===== config.mk =====
export PLATFORM = sky130hd
export DESIGN_NAME = alu_mdu
export DESIGN_NICKNAME = d
export VERILOG_FILES = /design/src/rtl/alu_mdu.sv
export SDC_FILE = /design/constraint.sdc
export NUM_CORES = 1
export LEC_CHECK = 0
export ABC_AREA = 1
export CORE_ASPECT_RATIO = 1.75
export CORE_MARGIN = 10
export CORE_UTILIZATION = 55
export DETAILED_ROUTE_END_ITERATION = 8
export DONT_BUFFER_PORTS = 1
export MAX_ROUTING_LAYER = met4
export PLACE_DENSITY_LB_ADDON = 0.25
export REMOVE_ABC_BUFFERS = 1
export SETUP_SLACK_MARGIN = 0.3
export SYNTH_ARGS = -nofsm -noshare
export SYNTH_HDL_FRONTEND = slang
export SYNTH_SLANG_ARGS = --single-unit

===== constraint.sdc =====
create_clock -name clk -period 6.1 [get_ports clk]
set_input_delay 0.915 -clock clk [delete_from_list [all_inputs] [get_ports clk]]
set_output_delay 0.915 -clock clk [all_outputs]
set_load 0.05 [all_outputs]

===== src/rtl/alu_mdu.sv =====
// alu_mdu: multi-cycle ALU with an iterative unsigned multiply/divide unit.
// Single-cycle ops finish one edge after issue. MULTU/DIVU with a nonzero
// divisor take WIDTH cycles, with busy high while they run. done pulses for
// one cycle each time result/hi/zero are written.
//
// Ports:
//   clk, rst          clock; asynchronous active-high reset
//   start, funct      issue request and operation select, sampled in IDLE only
//   shamt             immediate shift amount for SLL/SRL
//   srcA, srcB        operands, latched at issue
//   busy              an iterative op is in flight
//   done              one-cycle pulse when the outputs are written
//   result, hi, zero  primary result, product-high/remainder, result == 0
module alu_mdu #(
    parameter int WIDTH = 32,
    parameter int SHW   = $clog2(WIDTH)
) (
    input  logic             clk,
    input  logic             rst,
    input  logic             start,
    input  logic [5:0]       funct,
    input  logic [SHW-1:0]   shamt,
    input  logic [WIDTH-1:0] srcA,
    input  logic [WIDTH-1:0] srcB,
    output logic             busy,
    output logic             done,
    output logic [WIDTH-1:0] result,
    output logic [WIDTH-1:0] hi,
    output logic             zero
);
    localparam logic [5:0] F_ADDU  = 6'b001001;
    localparam logic [5:0] F_SUBU  = 6'b001010;
    localparam logic [5:0] F_SLL   = 6'b100001;
    localparam logic [5:0] F_SRL   = 6'b100010;
    localparam logic [5:0] F_SLLV  = 6'b110101;
    localparam logic [5:0] F_SRLV  = 6'b110110;
    localparam logic [5:0] F_SLTI  = 6'b101010;
    localparam logic [5:0] F_SLT   = 6'b101011;
    localparam logic [5:0] F_MULTU = 6'b011000;
    localparam logic [5:0] F_DIVU  = 6'b011010;

    localparam logic STATE_IDLE = 1'b0;
    localparam logic STATE_EXEC = 1'b1;

    logic                 state;
    logic [SHW-1:0]       cnt;
    logic                 op_div;
    logic [WIDTH-1:0]     opa;
    logic [WIDTH-1:0]     opb;
    // MULTU: running product. DIVU: {partial remainder, dividend/quotient}.
    logic [2*WIDTH-1:0]   acc;
    logic [2*WIDTH-1:0]   acc_next;
    logic [2*WIDTH-1:0]   addend;
    logic [WIDTH:0]       trial;
    logic [WIDTH:0]       diff;
    logic [WIDTH-1:0]     alu_res;
    logic                 is_md;
    logic                 div_by_zero;

    assign busy        = (state == STATE_EXEC);
    assign is_md       = (funct == F_MULTU) || (funct == F_DIVU);
    assign div_by_zero = (funct == F_DIVU) && (srcB == '0);

    always_comb begin
        alu_res = '0;
        case (funct)
            F_ADDU: alu_res = srcA + srcB;
            F_SUBU: alu_res = srcA - srcB;
            F_SLL:  alu_res = srcA << shamt;
            F_SRL:  alu_res = srcA >> shamt;
            F_SLLV: alu_res = srcA << srcB[SHW-1:0];
            F_SRLV: alu_res = srcA >> srcB[SHW-1:0];
            F_SLTI: alu_res = {{(WIDTH-1){1'b0}}, (srcA < srcB)};
            F_SLT:  alu_res = {{(WIDTH-1){1'b0}}, ($signed(srcA) < $signed(srcB))};
            default: alu_res = '0;
        endcase
    end

    // Multiply walks B from its MSB (opb is shifted left each cycle), so the
    // product is doubled then conditionally incremented by A. Divide shifts
    // the next dividend bit into the remainder and restores on a failed trial.
    always_comb begin
        addend   = opb[WIDTH-1] ? {{WIDTH{1'b0}}, opa} : '0;
        trial    = acc[2*WIDTH-1:WIDTH-1];
        diff     = trial - {1'b0, opb};
        acc_next = '0;
        if (op_div) begin
            if (trial >= {1'b0, opb})
                acc_next = {diff[WIDTH-1:0], acc[WIDTH-2:0], 1'b1};
            else
                acc_next = {trial[WIDTH-1:0], acc[WIDTH-2:0], 1'b0};
        end else begin
            acc_next = {acc[2*WIDTH-2:0], 1'b0} + addend;
        end
    end

    always_ff @(posedge clk or posedge rst) begin
        if (rst) begin
            state  <= STATE_IDLE;
            cnt    <= '0;
            op_div <= 1'b0;
            opa    <= '0;
            opb    <= '0;
            acc    <= '0;
            done   <= 1'b0;
            result <= '0;
            hi     <= '0;
            zero   <= 1'b1;
        end else begin
            done <= 1'b0;
            case (state)
                STATE_IDLE: begin
                    if (start) begin
                        if (is_md && !div_by_zero) begin
                            opa    <= srcA;
                            opb    <= srcB;
                            op_div <= (funct == F_DIVU);
                            acc    <= (funct == F_DIVU) ? {{WIDTH{1'b0}}, srcA} : '0;
                            cnt    <= '0;
                            state  <= STATE_EXEC;
                        end else if (div_by_zero) begin
                            result <= '1;
                            hi     <= srcA;
                            zero   <= 1'b0;
                            done   <= 1'b1;
                        end else begin
                            result <= alu_res;
                            zero   <= (alu_res == '0);
                            done   <= 1'b1;
                        end
                    end
                end
                default: begin
                    acc <= acc_next;
                    cnt <= cnt + 1'b1;
                    if (!op_div)
                        opb <= opb << 1;
                    if (cnt == SHW'(WIDTH - 1)) begin
                        result <= acc_next[WIDTH-1:0];
                        hi     <= acc_next[2*WIDTH-1:WIDTH];
                        zero   <= (acc_next[WIDTH-1:0] == '0);
                        done   <= 1'b1;
                        state  <= STATE_IDLE;
                    end
                end
            endcase
        end
    end
endmodule


==> impl_metrics.json <==
{
  "root_buffer": "clkbuf_16",
  "ctsHtreeMaxLevel": 1,
  "hpwl_mm": 86.6,
  "synth.top_cell.area_share_pct": 22.2,
  "hold_path_class": "in2async",
  "syn_to_final_growth_pct": 4.35,
  "vias": 27400,
  "cts.sinks": 201,
  "hold_violations": 0,
  "ioPinCount": 145,
  "relSlewSlack_pct": 14.4,
  "yosys-top-cells-area": "dfrtp_1 (22%), nand2_1 (17%), nand3_1 (12%)",
  "cts_setup_buffers": 0,
  "final_layout_size_suffix_gt1_share_pct": 3.24,
  "numPortBuffers": 0,
  "worst_pin_slew_ns": 1.27,
  "grt_pass1_vias": 25900,
  "drtIter0Drc": 3180,
  "cp-start-kind": "flip-flop",
  "grt_overflow": 0,
  "dr.pass1.iters": 6,
  "irDropWorstVdd_v": 0.000253,
  "fillCellCount": 4263,
  "maxCapViolCount": 0,
  "fin_crit_sh_pct": 74.2,
  "hold_buffers": 0,
  "status": "completed",
  "die_h_um": 288,
  "start_util_pct": 55.3,
  "worstPathRequired_ns": 6.56,
  "synth_edf_count": 0,
  "nets": 3906,
  "avgSynthCellArea_um2": 5.92,
  "syn-instance-count": 3799,
  "clock_skew_ns": 0.0248,
  "globalplace.congestion": 1.15,
  "multi_input_area_um2": 15200,
  "wl_per_cell_um": 25.9,
  "cts_resized": 0,
  "die_area_um2": 49700,
  "r2r_start": "opb[31]",
  "ant_nets": 0,
  "routed_wl_mm": 110,
  "arrival_ns": 4.99,
  "period_needed_ns": 4.52,
  "clk-insertion-delay-late_ns": 0.53,
  "drc": 0,
  "synth_area_leader_cell": "dfrtp_1",
  "fp.coreArea_um2": 40700,
  "synthFlopType": "dfrtp_1",
  "max_freq_ghz": 0.221,
  "ys_ff_latch": 201,
  "post-place-cells": 4226,
  "synth_warnings": 0,
  "crit_fanout": 18,
  "rows": 98,
  "reg2reg_slack_ns": 1.58,
  "tritoncts": "yes",
  "cts.path.max_buffers": 3,
  "antenna_found_initial": 2,
  "netlist_area_um2": 22500,
  "preCtsSetupSlack_ns": 1.55,
  "cp-end-kind": "flip-flop",
  "ys_types": 47,
  "clkSlewWorstSetupHoldPaths_ns": 0.08,
  "critPathKind": "reg2reg",
  "numCtsBuffers": 18,
  "grtUsageTotal_pct": 43.8,
  "viasPerCell": 6.43,
  "final_cells": 4260,
  "rsz0062_at_grt": "no",
  "ff2ff_path_depth": 21,
  "synth_commonest_cells": "nand2_1 (1033), nand3_1 (552), inv_1 (437)",
  "ys_seq_area_share_pct": 22.4,
  "grt_pass1_wl_mm": 162,
  "grt_start_max_net_pins": 134,
  "die_x_um": 173,
  "finalSetupViolCount": 0,
  "leakagePower_nw": 11.9,
  "synth.most_common_cell": "nand2_1",
  "async_flop_share_pct": 100,
  "fin_ws_ns": 1.58,
  "p_per_area_nw_per_um2": 411,
  "drv_slew": 0,
  "rr_endpoint": "hi[27]",
  "regArea_um2": 5040
}
how the worst max path moves through the flow:
stage                     startpoint      to  slack [ns]  depth (start not counted)
after floorplan                  rst  acc[0]       -0.30                          1
after global placement      funct[3]    zero        1.54                         18
after detailed placement     srcB[8]    zero        1.55                         21
after CTS                    opb[31]  hi[27]        1.76                         21
after global routing         opb[31]  hi[27]        1.33                         21
final                        opb[31]  hi[27]        1.58                         21
per-layer routing:
metal	vias up	global-route usage (%)	share of wire, %
li1	12500	-	-
met4	0	41.7	12
met1	12600	46.2	34
met3	541	6.76	9.1
met2	1755	69.3	45
met5	-	-	0
layout make-up:
cell class	count	area share [%]
multi-input cells	2996	64.7
diodes	2	0.0213
well taps	550	2.93
clock buffers	22	2.16
flip-flops and latches	201	21.5
clock inverters	10	0.576
repair buffers	31	0.991
inverters	448	7.20
report_power, final:
group | internal, W | leakage (nW) | total (W) | switching (W)
Sequential | 0.00186 | 2.59 | 0.00309 | 0.00123
Combinational | 0.00165 | 8.98 | 0.00528 | 0.00364
Clock | 0.000724 | 0.316 | 0.00128 | 0.000555
stage by stage:
stage | hold slack (ns) | power, W | area [um2] | setup TNS, ns | utilization (%)
2_1_floorplan | 0.449 | 0.00656 | 21800 | -68.40 | -
3_3_place_gp | 0.465 | 0.00809 | 22800 | 0 | 56.1
3_5_place_dp | 0.473 | 0.00816 | 22800 | 0 | 56.1
4_1_cts | 0.479 | 0.00945 | 23500 | 0 | 57.7
5_1_grt | 0.504 | 0.0103 | 23500 | 0 | 57.7
6_report | 0.432 | 0.00966 | 23500 | 0 | 57.7
cell families after synthesis:
kind of cell / Yosys count / synth area share, %
AOI/OAI and AO/OA: 743 / 18.6
xor gates and xnor gates: 38 / 1.48
adders and majority gates: 132 / 7.47
and+or+nand+nor: 2083 / 39.7
DFF: 201 / 22.4
buffers and inverters: 602 / 10.4
layout by cell type, fill, tap and decap left out, types with 26 or more instances in the layout:
cell,n
nand3_1,552
buf_4,31
o21ai_0,303
ha_1,128
nand2_1,1033
o211ai_1,63
a31oi_1,29
nor4_1,27
nor3_1,39
a21oi_1,237
inv_1,435
o22ai_1,26
nor2_1,319
dfrtp_1,198
xor2_1,29
nand4_1,59
sequential cells by signal (all words and copies together) (netlist names):
name and cells:
zero 1, op_div 1, opb 32, result 32, hi 32, done 1
busy 1, opa 32, cnt 5, acc 64
worst max-delay path, cell delays in order (launching register included):
cell and delay, ns:
dfrtp_1 0.87, nand2_1 0.12, inv_1 0.09, ha_1 0.19, inv_1 0.07, fa_1 0.40
inv_1 0.09, nand2_1 0.06, nand2_1 0.10, nand3_1 0.12, nand2_1 0.15, nand2_1 0.06
nand2_1 0.12, inv_1 0.05, o21ai_0 0.77, nand3_1 0.14, o31ai_1 0.24, nand4_1 0.22
xor2_1 0.20, nand2_1 0.07, nand3_1 0.13, a21oi_1 0.16
Note: power is estimated with default switching activity, not from simulation.
